### config.mk
export PLATFORM = sky130hd
export DESIGN_NAME = control_pipeline
export DESIGN_NICKNAME = d
export VERILOG_FILES = /design/src/rtl/control_pipeline.sv
export SDC_FILE = /design/constraint.sdc
export NUM_CORES = 1
export LEC_CHECK = 0
export CAP_MARGIN = 20
export CELL_PAD_IN_SITES_DETAIL_PLACEMENT = 0
export CELL_PAD_IN_SITES_GLOBAL_PLACEMENT = 2
export CORE_MARGIN = 8
export CORE_UTILIZATION = 26
export DETAILED_ROUTE_END_ITERATION = 10
export PLACE_DENSITY = 0.84
export SLEW_MARGIN = 20
export SYNTH_ARGS = -nofsm -noshare
export SYNTH_HDL_FRONTEND = slang
export SYNTH_SLANG_ARGS = --single-unit
### constraint.sdc
create_clock -name clk -period 2 [get_ports clk]
set_input_delay 0.5 -clock clk [delete_from_list [all_inputs] [get_ports clk]]
set_output_delay 0.5 -clock clk [all_outputs]
set_load 0.05 [all_outputs]
### src/rtl/control_pipeline.sv
// Opcode decode plus ID/EX, EX/MEM and MEM/WB control registers.
// Generates front-end stall/flush for load-use, branch/jump and multi-cycle float ops.
module control_pipeline #(
  parameter int OPCODE_W   = 6,
  parameter int ALUOP_W    = 4,
  parameter int REG_ADDR_W = 5,
  parameter int FP_LATENCY = 4,
  parameter int LINK_REG   = 31
) (
  input  logic                  clk,
  input  logic                  rst_n,
  input  logic                  id_valid,
  input  logic [OPCODE_W-1:0]   id_opcode,
  input  logic [REG_ADDR_W-1:0] id_rs,
  input  logic [REG_ADDR_W-1:0] id_rt,
  input  logic [REG_ADDR_W-1:0] id_rd,
  input  logic                  ex_zero,
  output logic                  stall_id,
  output logic                  flush_ifid,
  output logic                  branch_taken,
  output logic                  ex_alusrc,
  output logic                  ex_issigned,
  output logic                  ex_floatop,
  output logic                  ex_beq,
  output logic                  ex_bne,
  output logic [ALUOP_W-1:0]    ex_aluop,
  output logic                  mem_read,
  output logic                  mem_write,
  output logic                  wb_regwrite,
  output logic                  wb_memtoreg,
  output logic                  wb_link,
  output logic [REG_ADDR_W-1:0] ex_dst,
  output logic [REG_ADDR_W-1:0] mem_dst,
  output logic [REG_ADDR_W-1:0] wb_dst,
  output logic                  illegal_op
);

  localparam int CNT_W = (FP_LATENCY > 1) ? $clog2(FP_LATENCY) : 1;
  localparam logic [CNT_W-1:0] FP_LOAD = CNT_W'(FP_LATENCY - 1);

  localparam logic [OPCODE_W-1:0] OP_NOP   = OPCODE_W'('h00);
  localparam logic [OPCODE_W-1:0] OP_J     = OPCODE_W'('h02);
  localparam logic [OPCODE_W-1:0] OP_RTYPE = OPCODE_W'('h03);
  localparam logic [OPCODE_W-1:0] OP_BNE   = OPCODE_W'('h04);
  localparam logic [OPCODE_W-1:0] OP_BEQ   = OPCODE_W'('h05);
  localparam logic [OPCODE_W-1:0] OP_JAL   = OPCODE_W'('h07);
  localparam logic [OPCODE_W-1:0] OP_ADDIU = OPCODE_W'('h08);
  localparam logic [OPCODE_W-1:0] OP_ADDI  = OPCODE_W'('h09);
  localparam logic [OPCODE_W-1:0] OP_ANDI  = OPCODE_W'('h0c);
  localparam logic [OPCODE_W-1:0] OP_ORI   = OPCODE_W'('h0e);
  localparam logic [OPCODE_W-1:0] OP_LUI   = OPCODE_W'('h0f);
  localparam logic [OPCODE_W-1:0] OP_FLOAT = OPCODE_W'('h11);
  localparam logic [OPCODE_W-1:0] OP_LW    = OPCODE_W'('h12);
  localparam logic [OPCODE_W-1:0] OP_LBU   = OPCODE_W'('h22);
  localparam logic [OPCODE_W-1:0] OP_SB    = OPCODE_W'('h28);
  localparam logic [OPCODE_W-1:0] OP_SW    = OPCODE_W'('h2b);

  typedef struct packed {
    logic                  aluSrc;
    logic                  isSigned;
    logic                  floatOp;
    logic                  beq;
    logic                  bne;
    logic [ALUOP_W-1:0]    aluOp;
    logic                  memRead;
    logic                  memWrite;
    logic                  regWrite;
    logic                  memToReg;
    logic                  link;
    logic                  illegal;
    logic [REG_ADDR_W-1:0] dst;
  } ExCtrl;

  typedef struct packed {
    logic                  memRead;
    logic                  memWrite;
    logic                  regWrite;
    logic                  memToReg;
    logic                  link;
    logic [REG_ADDR_W-1:0] dst;
  } MemCtrl;

  typedef struct packed {
    logic                  regWrite;
    logic                  memToReg;
    logic                  link;
    logic [REG_ADDR_W-1:0] dst;
  } WbCtrl;

  ExCtrl           dec;
  logic            idReadsRt;
  logic            idJump;
  ExCtrl           exReg;
  MemCtrl          memReg;
  WbCtrl           wbReg;
  MemCtrl          exToMem;
  WbCtrl           memToWb;
  logic [CNT_W-1:0] fpCnt;
  logic            branchTaken;
  logic            fpBusy;
  logic            loadUse;

  // Opcode decode; unknown opcodes behave as nops but remember they were illegal.
  always_comb begin
    dec       = '0;
    idReadsRt = 1'b0;
    idJump    = 1'b0;
    if (id_valid) begin
      case (id_opcode)
        OP_NOP: begin
        end
        OP_LW, OP_LBU: begin
          dec.regWrite = 1'b1;
          dec.memToReg = 1'b1;
          dec.memRead  = 1'b1;
          dec.aluSrc   = 1'b1;
          dec.isSigned = 1'b1;
          dec.dst      = id_rt;
        end
        OP_SB, OP_SW: begin
          dec.memWrite = 1'b1;
          dec.aluSrc   = 1'b1;
          dec.isSigned = 1'b1;
          idReadsRt    = 1'b1;
        end
        OP_RTYPE: begin
          dec.regWrite = 1'b1;
          dec.aluOp    = ALUOP_W'(2);
          dec.dst      = id_rd;
          idReadsRt    = 1'b1;
        end
        OP_LUI, OP_ADDI, OP_ADDIU, OP_ANDI, OP_ORI: begin
          dec.regWrite = 1'b1;
          dec.aluSrc   = 1'b1;
          dec.dst      = id_rt;
          case (id_opcode)
            OP_LUI:  dec.aluOp = ALUOP_W'(1);
            OP_ADDI: dec.aluOp = ALUOP_W'(4);
            OP_ANDI: dec.aluOp = ALUOP_W'(5);
            OP_ORI:  dec.aluOp = ALUOP_W'(3);
            default: dec.aluOp = ALUOP_W'(0);
          endcase
        end
        OP_BEQ, OP_BNE: begin
          dec.beq   = (id_opcode == OP_BEQ);
          dec.bne   = (id_opcode == OP_BNE);
          dec.aluOp = ALUOP_W'(7);
          idReadsRt = 1'b1;
        end
        OP_J: begin
          idJump = 1'b1;
        end
        OP_JAL: begin
          idJump       = 1'b1;
          dec.regWrite = 1'b1;
          dec.link     = 1'b1;
          dec.dst      = REG_ADDR_W'(LINK_REG);
        end
        OP_FLOAT: begin
          dec.floatOp  = 1'b1;
          dec.regWrite = 1'b1;
          dec.aluOp    = ALUOP_W'(8);
          dec.dst      = id_rd;
          idReadsRt    = 1'b1;
        end
        default: begin
          dec.illegal = 1'b1;
        end
      endcase
    end
    if (dec.dst == '0) begin
      dec.regWrite = 1'b0;
    end
  end

  always_comb begin
    exToMem = '{memRead: exReg.memRead, memWrite: exReg.memWrite, regWrite: exReg.regWrite,
                memToReg: exReg.memToReg, link: exReg.link, dst: exReg.dst};
    memToWb = '{regWrite: memReg.regWrite, memToReg: memReg.memToReg, link: memReg.link,
                dst: memReg.dst};
  end

  // Hazard priority: taken branch, then float hold, then load-use, then jump in ID.
  always_comb begin
    branchTaken = (exReg.beq & ex_zero) | (exReg.bne & ~ex_zero);
    fpBusy      = (fpCnt != '0);
    loadUse     = exReg.memRead & (exReg.dst != '0) &
                  ((exReg.dst == id_rs) | (idReadsRt & (exReg.dst == id_rt)));
    stall_id    = ~branchTaken & (fpBusy | loadUse);
    flush_ifid  = rst_n & (branchTaken | (~fpBusy & ~loadUse & idJump));
  end

  // Stage registers; a float op parks in EX while fpCnt drains, feeding bubbles to MEM.
  always_ff @(posedge clk or negedge rst_n) begin
    if (!rst_n) begin
      exReg  <= '0;
      memReg <= '0;
      wbReg  <= '0;
      fpCnt  <= '0;
    end else begin
      wbReg <= memToWb;
      if (branchTaken) begin
        exReg  <= '0;
        memReg <= exToMem;
      end else if (fpBusy) begin
        memReg <= '0;
        fpCnt  <= fpCnt - CNT_W'(1);
      end else if (loadUse) begin
        exReg  <= '0;
        memReg <= exToMem;
      end else begin
        exReg  <= dec;
        memReg <= exToMem;
        if (dec.floatOp) begin
          fpCnt <= FP_LOAD;
        end
      end
    end
  end

  assign branch_taken = branchTaken;
  assign ex_alusrc    = exReg.aluSrc;
  assign ex_issigned  = exReg.isSigned;
  assign ex_floatop   = exReg.floatOp;
  assign ex_beq       = exReg.beq;
  assign ex_bne       = exReg.bne;
  assign ex_aluop     = exReg.aluOp;
  assign ex_dst       = exReg.dst;
  assign illegal_op   = exReg.illegal;
  assign mem_read     = memReg.memRead;
  assign mem_write    = memReg.memWrite;
  assign mem_dst      = memReg.dst;
  assign wb_regwrite  = wbReg.regWrite;
  assign wb_memtoreg  = wbReg.memToReg;
  assign wb_link      = wbReg.link;
  assign wb_dst       = wbReg.dst;

endmodule
==> metrics, run 1 <==
post-synthesis area per instance=9.56 um^2; slew margin rel.=66.1%; nets=roughly 350; clock network power share=21.1%; Fin Hold WS=between 0.2 and 0.3 ns; count leader, synth=dfrtp_1; share of cells above drive strength 1=between 30% and 40%; Hold Vio Cnt, Final=0; Post-synth top cells=dfrtp_1 (38), nand2_1 (19), nor2_1 (17); setup_tns=-2.80 ns; Max FO, Critical Path=2; row count=33; Setup CP Type=reg -> out; Max clock buf depth=2; largest net degree at the start of global routing=39; status=finished with violations; post-route ant nets=0; clk sinks=38; Layout Skew=0.00945 ns; Worst-Skew Late Latency=0.28 ns; Root Driver=clkbuf_8; worst min path class=in -> async; Pwr Density=891 nW/um^2; H-Tree Depth=2; max_cap viols=0; worst-margin pin slew=about 0.51 ns; CTS tree=yes; drt first pass iters=4; initial antenna violation count=0; Most used DFF post-synth=dfrtp_1; Detail Placement HPWL=4.96 mm; Sw Pwr=1.16 mW; Arr. time, crit path=approximately 2.1 ns; RD Place Congestion=0.788; top cells by area, synth=dfrtp_1 (44%), buf_4 (4.9%), nor2b_1 (4.1%); register area=953 um^2; drt wl/cell=14.4 um; crit path capture type=output pin; Synth Cell Area=2140 um^2; Sw Ratio=38.8%; number of vias per cell=about 4.6; slack of the critical path=-0.603 ns; Gate power share=around 47%; Die H=107 um; initial DRC count=33; n_diodes=0; Remaining DRCs=0; Die ar.=11400 um^2; Ports=58; Async SR Flop Fraction=100%; Die Wd=107 um; Cell Area, Placed=around 3100 um^2; Yosys top cell area share=44.4%; final std cell area, no fill=3350 um^2; Floorplan Core Area=8090 um^2; post-synthesis cell type count=47; synth warn=0; post-synthesis sequential area ratio=44.4%; Post-synth EDFFs=0; Reg power frac=between 30% and 40%; cts-stage hold buffer count=0; port buffer count=between 50 and 60; final setup vio count=11; Worst VDD drop=0.388 mV; failing checks=setup timing; Initial Util=26.5%; clock period minus worst slack=2.60 ns; Power Internal=1.83 mW; number of fill cells in the layout=822; final WL=6.16 mm; final worst-path cycle share=130%; syn_nets=250; Crit path required time=approximately 1.5 ns; P_leak=approximately 1.5 nW; post-synth top area cell=dfrtp_1; achievable frequency=384 MHz; Yosys reg bits=38; max-slew violation count=0; global route overflow=0; CTS buffer count=5; via count=1961; startpoint types=flop; GRT Util Overall=11.1%; first-pass GRT wire length=10.3 mm; area occupied by multi-input gates=approximately 1100 um^2; RSZ-0062 raised after global routing=true; Area Growth Syn to Fin=56.2%; Post-Syn Instances=224; register clock-pin slew on the reported worst setup and hold paths=roughly 0.08 ns; vias in the first global route=2001
## flip-flops by register name, summed over array words and instances (netlist names), 2 cells and up
register,count
fpCnt,2
wb_dst,5
exReg,4
ex_aluop,4
mem_dst,5
memReg,2
ex_dst,5
## metrics by stage
stage               total power [mW]  util (%)  setup WS [ns]  instances
floorplan                       1.84         -         -0.421        224
global placement                2.33      38.5         -0.767        415
detailed placement              2.35      38.5         -0.809        415
CTS                             3.01      41.0         -0.670        427
global route                    3.15      41.3         -0.707        427
finish                          2.98      41.3         -0.603        427
## metal layers
metal / global-route usage (%) / vias to the layer above / part of all wire [%]
li1: - / 972 / -
met1: 12.9 / 938 / 43
met2: 19.5 / 43 / 50
met3: 2.46 / 8 / 5.4
met4: 4.32 / 0 / 2.0
met5: 0 / - / 0
## final timing paths
path,startpoint,endpoint,slack [ns],cells past startpoint
max,ex_dst[4],flush_ifid,-0.60,7
min,rst_n,exReg[9],0.28,2
max reg2reg,ex_dst[4],ex_aluop[1],-0.18,9
min reg2reg,memReg[7],wb_regwrite,0.35,0
max in group asynchronous,rst_n,ex_beq,1.37,2
min in group clk,memReg[7],wb_regwrite,0.35,0
## logic make-up after synthesis
family          after synthesis  share of synthesized area, %
xor+xnor                     14                          5.72
flops                        38                          44.4
simple gates                 84                          21.1
mux                           2                         0.935
compound gates               53                          18.4
fa+ha+maj                     1                         0.584
buf+inv                      32                          8.88
## placed cells by master, fill, tap and decap left out, types with 3 or more instances in the layout
cell type / n
xnor2_1: 8
nor2_2: 4
buf_4: 74
a22o_1: 7
nand3_2: 3
o21ai_1: 6
xor2_1: 6
buf_6: 4
nor2_1: 12
nand2b_1: 5
o21ai_0: 9
clkdlybuf4s15_1: 3
nor3_1: 6
nand2_1: 19
dfrtp_1: 36
nor2b_1: 11
o21a_1: 5
inv_1: 4
a21oi_1: 6
nand3_1: 3
clkbuf_8: 5
dlygate4sd2_1: 5
clkdlybuf4s50_1: 23
## timing repair
action / CTS / global route
pin swaps: 11 / 7
endpoints found under the setup margin: 24 / 23
resized for setup: 25 / 21
setup buffers: 5 / 0
## worst max-delay path, stage by stage (launching register included)
cell and delay [ns]:
dfrtp_1 0.38, or4_4 0.56, o21ai_4 0.15, o31ai_2 0.09, a31oi_4 0.18, nand3_2 0.13, a21boi_4 0.17, buf_12 0.15
## area by class of cell
| class | count | area share (%) |
|---|---|---|
| multi-input cells | 154 | 33.7 |
| repair buffers | 117 | 29.9 |
| flip-flops and latches | 38 | 28.5 |
| well taps | 105 | 3.93 |
| clock buffers | 6 | 2.17 |
| clock inverters | 2 | 1.12 |
| inverters | 5 | 0.673 |
## power by group through the flow
stage / clock network, mW / registers [mW] / logic, mW
floorplan: 0 / 1.10 / 0.742
global placement: 0 / 0.961 / 1.37
detailed placement: 0 / 0.963 / 1.39
CTS: 0.647 / 0.948 / 1.42
global route: 0.688 / 0.957 / 1.51
finish: 0.628 / 0.946 / 1.41
Power figures use the tool's default switching activity.
==> inputs of run 2 (changes only) <==
RECOVER_POWER = 50   (was default)
TNS_END_PERCENT = 1   (was default)
==> run 2 against run 1 <==
  * Non-clock buffer count increased by 5
  * Wire length up 3.3%
  * Cell count rose by 1.2%
  * Combinational power about the same
  * Clock power is 3% higher
  * Power rose by 0.68%
  * Global-route usage is 0.33 points higher
  * Core utilization grew 0.43 points
  * The flow still finishes with violations (setup timing)
  * Critical path depth stayed put
  * Worst hold slack better by 0.068 ns
  * Largest power group unchanged
  * Largest cell class unchanged
  * Fmax shrank 0.41%
  * Via count is essentially flat
==> metrics, run 2 (synthesis results as in run 1) <==
final worst-path cycle share=131% (+0.53 points); H-Tree Depth=2 (unchanged); worst-margin pin slew=0.918 ns (+0.411 ns); final std cell area, no fill=3380 um^2 (+1.0%); Detail Placement HPWL=5.06 mm (+2.1%); Max FO, Critical Path=2 (unchanged); via count=1962 (+0.051%); Floorplan Core Area=8090 um^2 (unchanged); Layout Utilization=41.8% (+0.43 points); post-route ant nets=0 (unchanged); commonest cells after routing, fill and taps aside=buf_4 (79), dfrtp_1 (38), clkdlybuf4s50_1 (25); drt wl/cell=14.7 um (+2.2%); worst min path class=reg -> reg; max-slew violation count=0 (unchanged); Area Growth Syn to Fin=57.8%; nets=352 (+1.4%); Worst VDD drop=0.310 mV (-20%); global route overflow=0 (unchanged); Cell Area, Placed=3160 um^2 (+1.2%); final WL=6.36 mm (+3.3%); Setup CP Type=reg -> out; share of cells above drive strength 1=37.3% (-0.58 points); slack of the critical path=-0.614 ns (-0.0106 ns); row count=33 (unchanged); crit path capture type=output pin; max_cap viols=0 (unchanged); Initial Util=26.5% (unchanged); startpoint types=flop; achievable frequency=383 MHz (-0.41%); CTS tree=yes; Remaining DRCs=0 (unchanged); CTS buffer count=5 (unchanged); n_diodes=0 (unchanged); cts-stage hold buffer count=0 (unchanged); Die Wd=107 um (unchanged); Die ar.=11400 um^2 (unchanged); Worst-Skew Late Latency=0.29 ns (about the same); vias in the first global route=2080 (+3.9%); drt first pass iters=4 (unchanged); failing checks=setup timing; Max clock buf depth=2 (unchanged); largest net degree at the start of global routing=39 (unchanged); Die H=107 um (unchanged); Crit path required time=1.50 ns (about the same); Arr. time, crit path=2.11 ns (about the same); P_leak=1.58 nW (+3.5%); Hold Vio Cnt, Final=0 (unchanged); initial DRC count=57 (+73%); port buffer count=57 (unchanged); commonest non-fill, non-tap cell in the layout=buf_4; slew margin rel.=38.8% (-27 points); Root Driver=clkbuf_8; RD Place Congestion=0.817 (+3.7%); clk sinks=38 (unchanged); register clock-pin slew on the reported worst setup and hold paths=0.07 ns (about the same); number of vias per cell=4.54 (-1.1%); initial antenna violation count=0 (unchanged); status=finished with violations; GRT Util Overall=11.5% (+0.33 points); Layout Skew=0.00300 ns (-0.00645 ns); Ports=58 (unchanged); Pwr Density=888 nW/um^2 (-0.36%); clock period minus worst slack=2.61 ns (+0.0106 ns); RSZ-0062 raised after global routing=true; first-pass GRT wire length=10.5 mm (+2.5%); final setup vio count=12 (+1)
## run 2: per-layer routing
metal,track usage [%],part of all wire (%)
met5,0,0
met4,4.22,1.6
met3,2.64,4.6
met2,20.0,51
met1,13.4,43
## run 2: timing repair
item,4_1_cts,5_1_grt
setup buffers,1,0
resized for setup,28,17
endpoints found under the setup margin,24,25
cloned,0,0
pin swaps,16,4
## run 2: worst paths after layout
check	start	to	slack, ns	cells after the start
worst max-delay path	ex_dst[4]	flush_ifid	-0.61	7
worst min-delay path	memReg[5]	wb_link	0.35	0
worst max register to register	ex_dst[2]	ex_aluop[1]	-0.19	8
worst min register to register	memReg[5]	wb_link	0.35	0
max in group asynchronous	rst_n	fpCnt[1]	0.93	2
min in group asynchronous	rst_n	mem_write	0.51	2
## run 2: metrics by stage
step                hold slack [ns]  setup TNS, ns  setup slack (ns)  instances  total power, mW
floorplan                     0.204          -7.75            -0.421        224             1.83
global placement              0.333         -12.98            -0.742        424             2.33
detailed placement            0.337         -14.55            -0.767        424             2.35
CTS                           0.306          -3.58            -0.670        432             3.02
global route                  0.375          -3.74            -0.667        432             3.16
finish                        0.352          -2.57            -0.614        432             3.00
## run 2: where the power goes
part | switching, mW | total (mW) | internal [mW]
clock | 0.275 | 0.646 | 0.371
sequential | 0.0643 | 0.950 | 0.886
combinational | 0.839 | 1.41 | 0.568
total | 1.18 | 3.00 | 1.82
## run 2: final cells by class
type	instances	area, um^2
flip-flops and latches	38	951
clock buffers	5	68.8
fillers	845	4710
repair buffers	122	1040
inverters	5	18.8
clock inverters	3	45.0
multi-input cells	154	1120
well taps	105	131
## run 2: worst max-delay path: stages (launching register included)
cell,delay (ns)
dfrtp_1,0.38
or4_4,0.57
o21ai_4,0.18
o31ai_4,0.08
a31oi_4,0.17
nand3_2,0.11
a21boi_4,0.18
buf_12,0.15
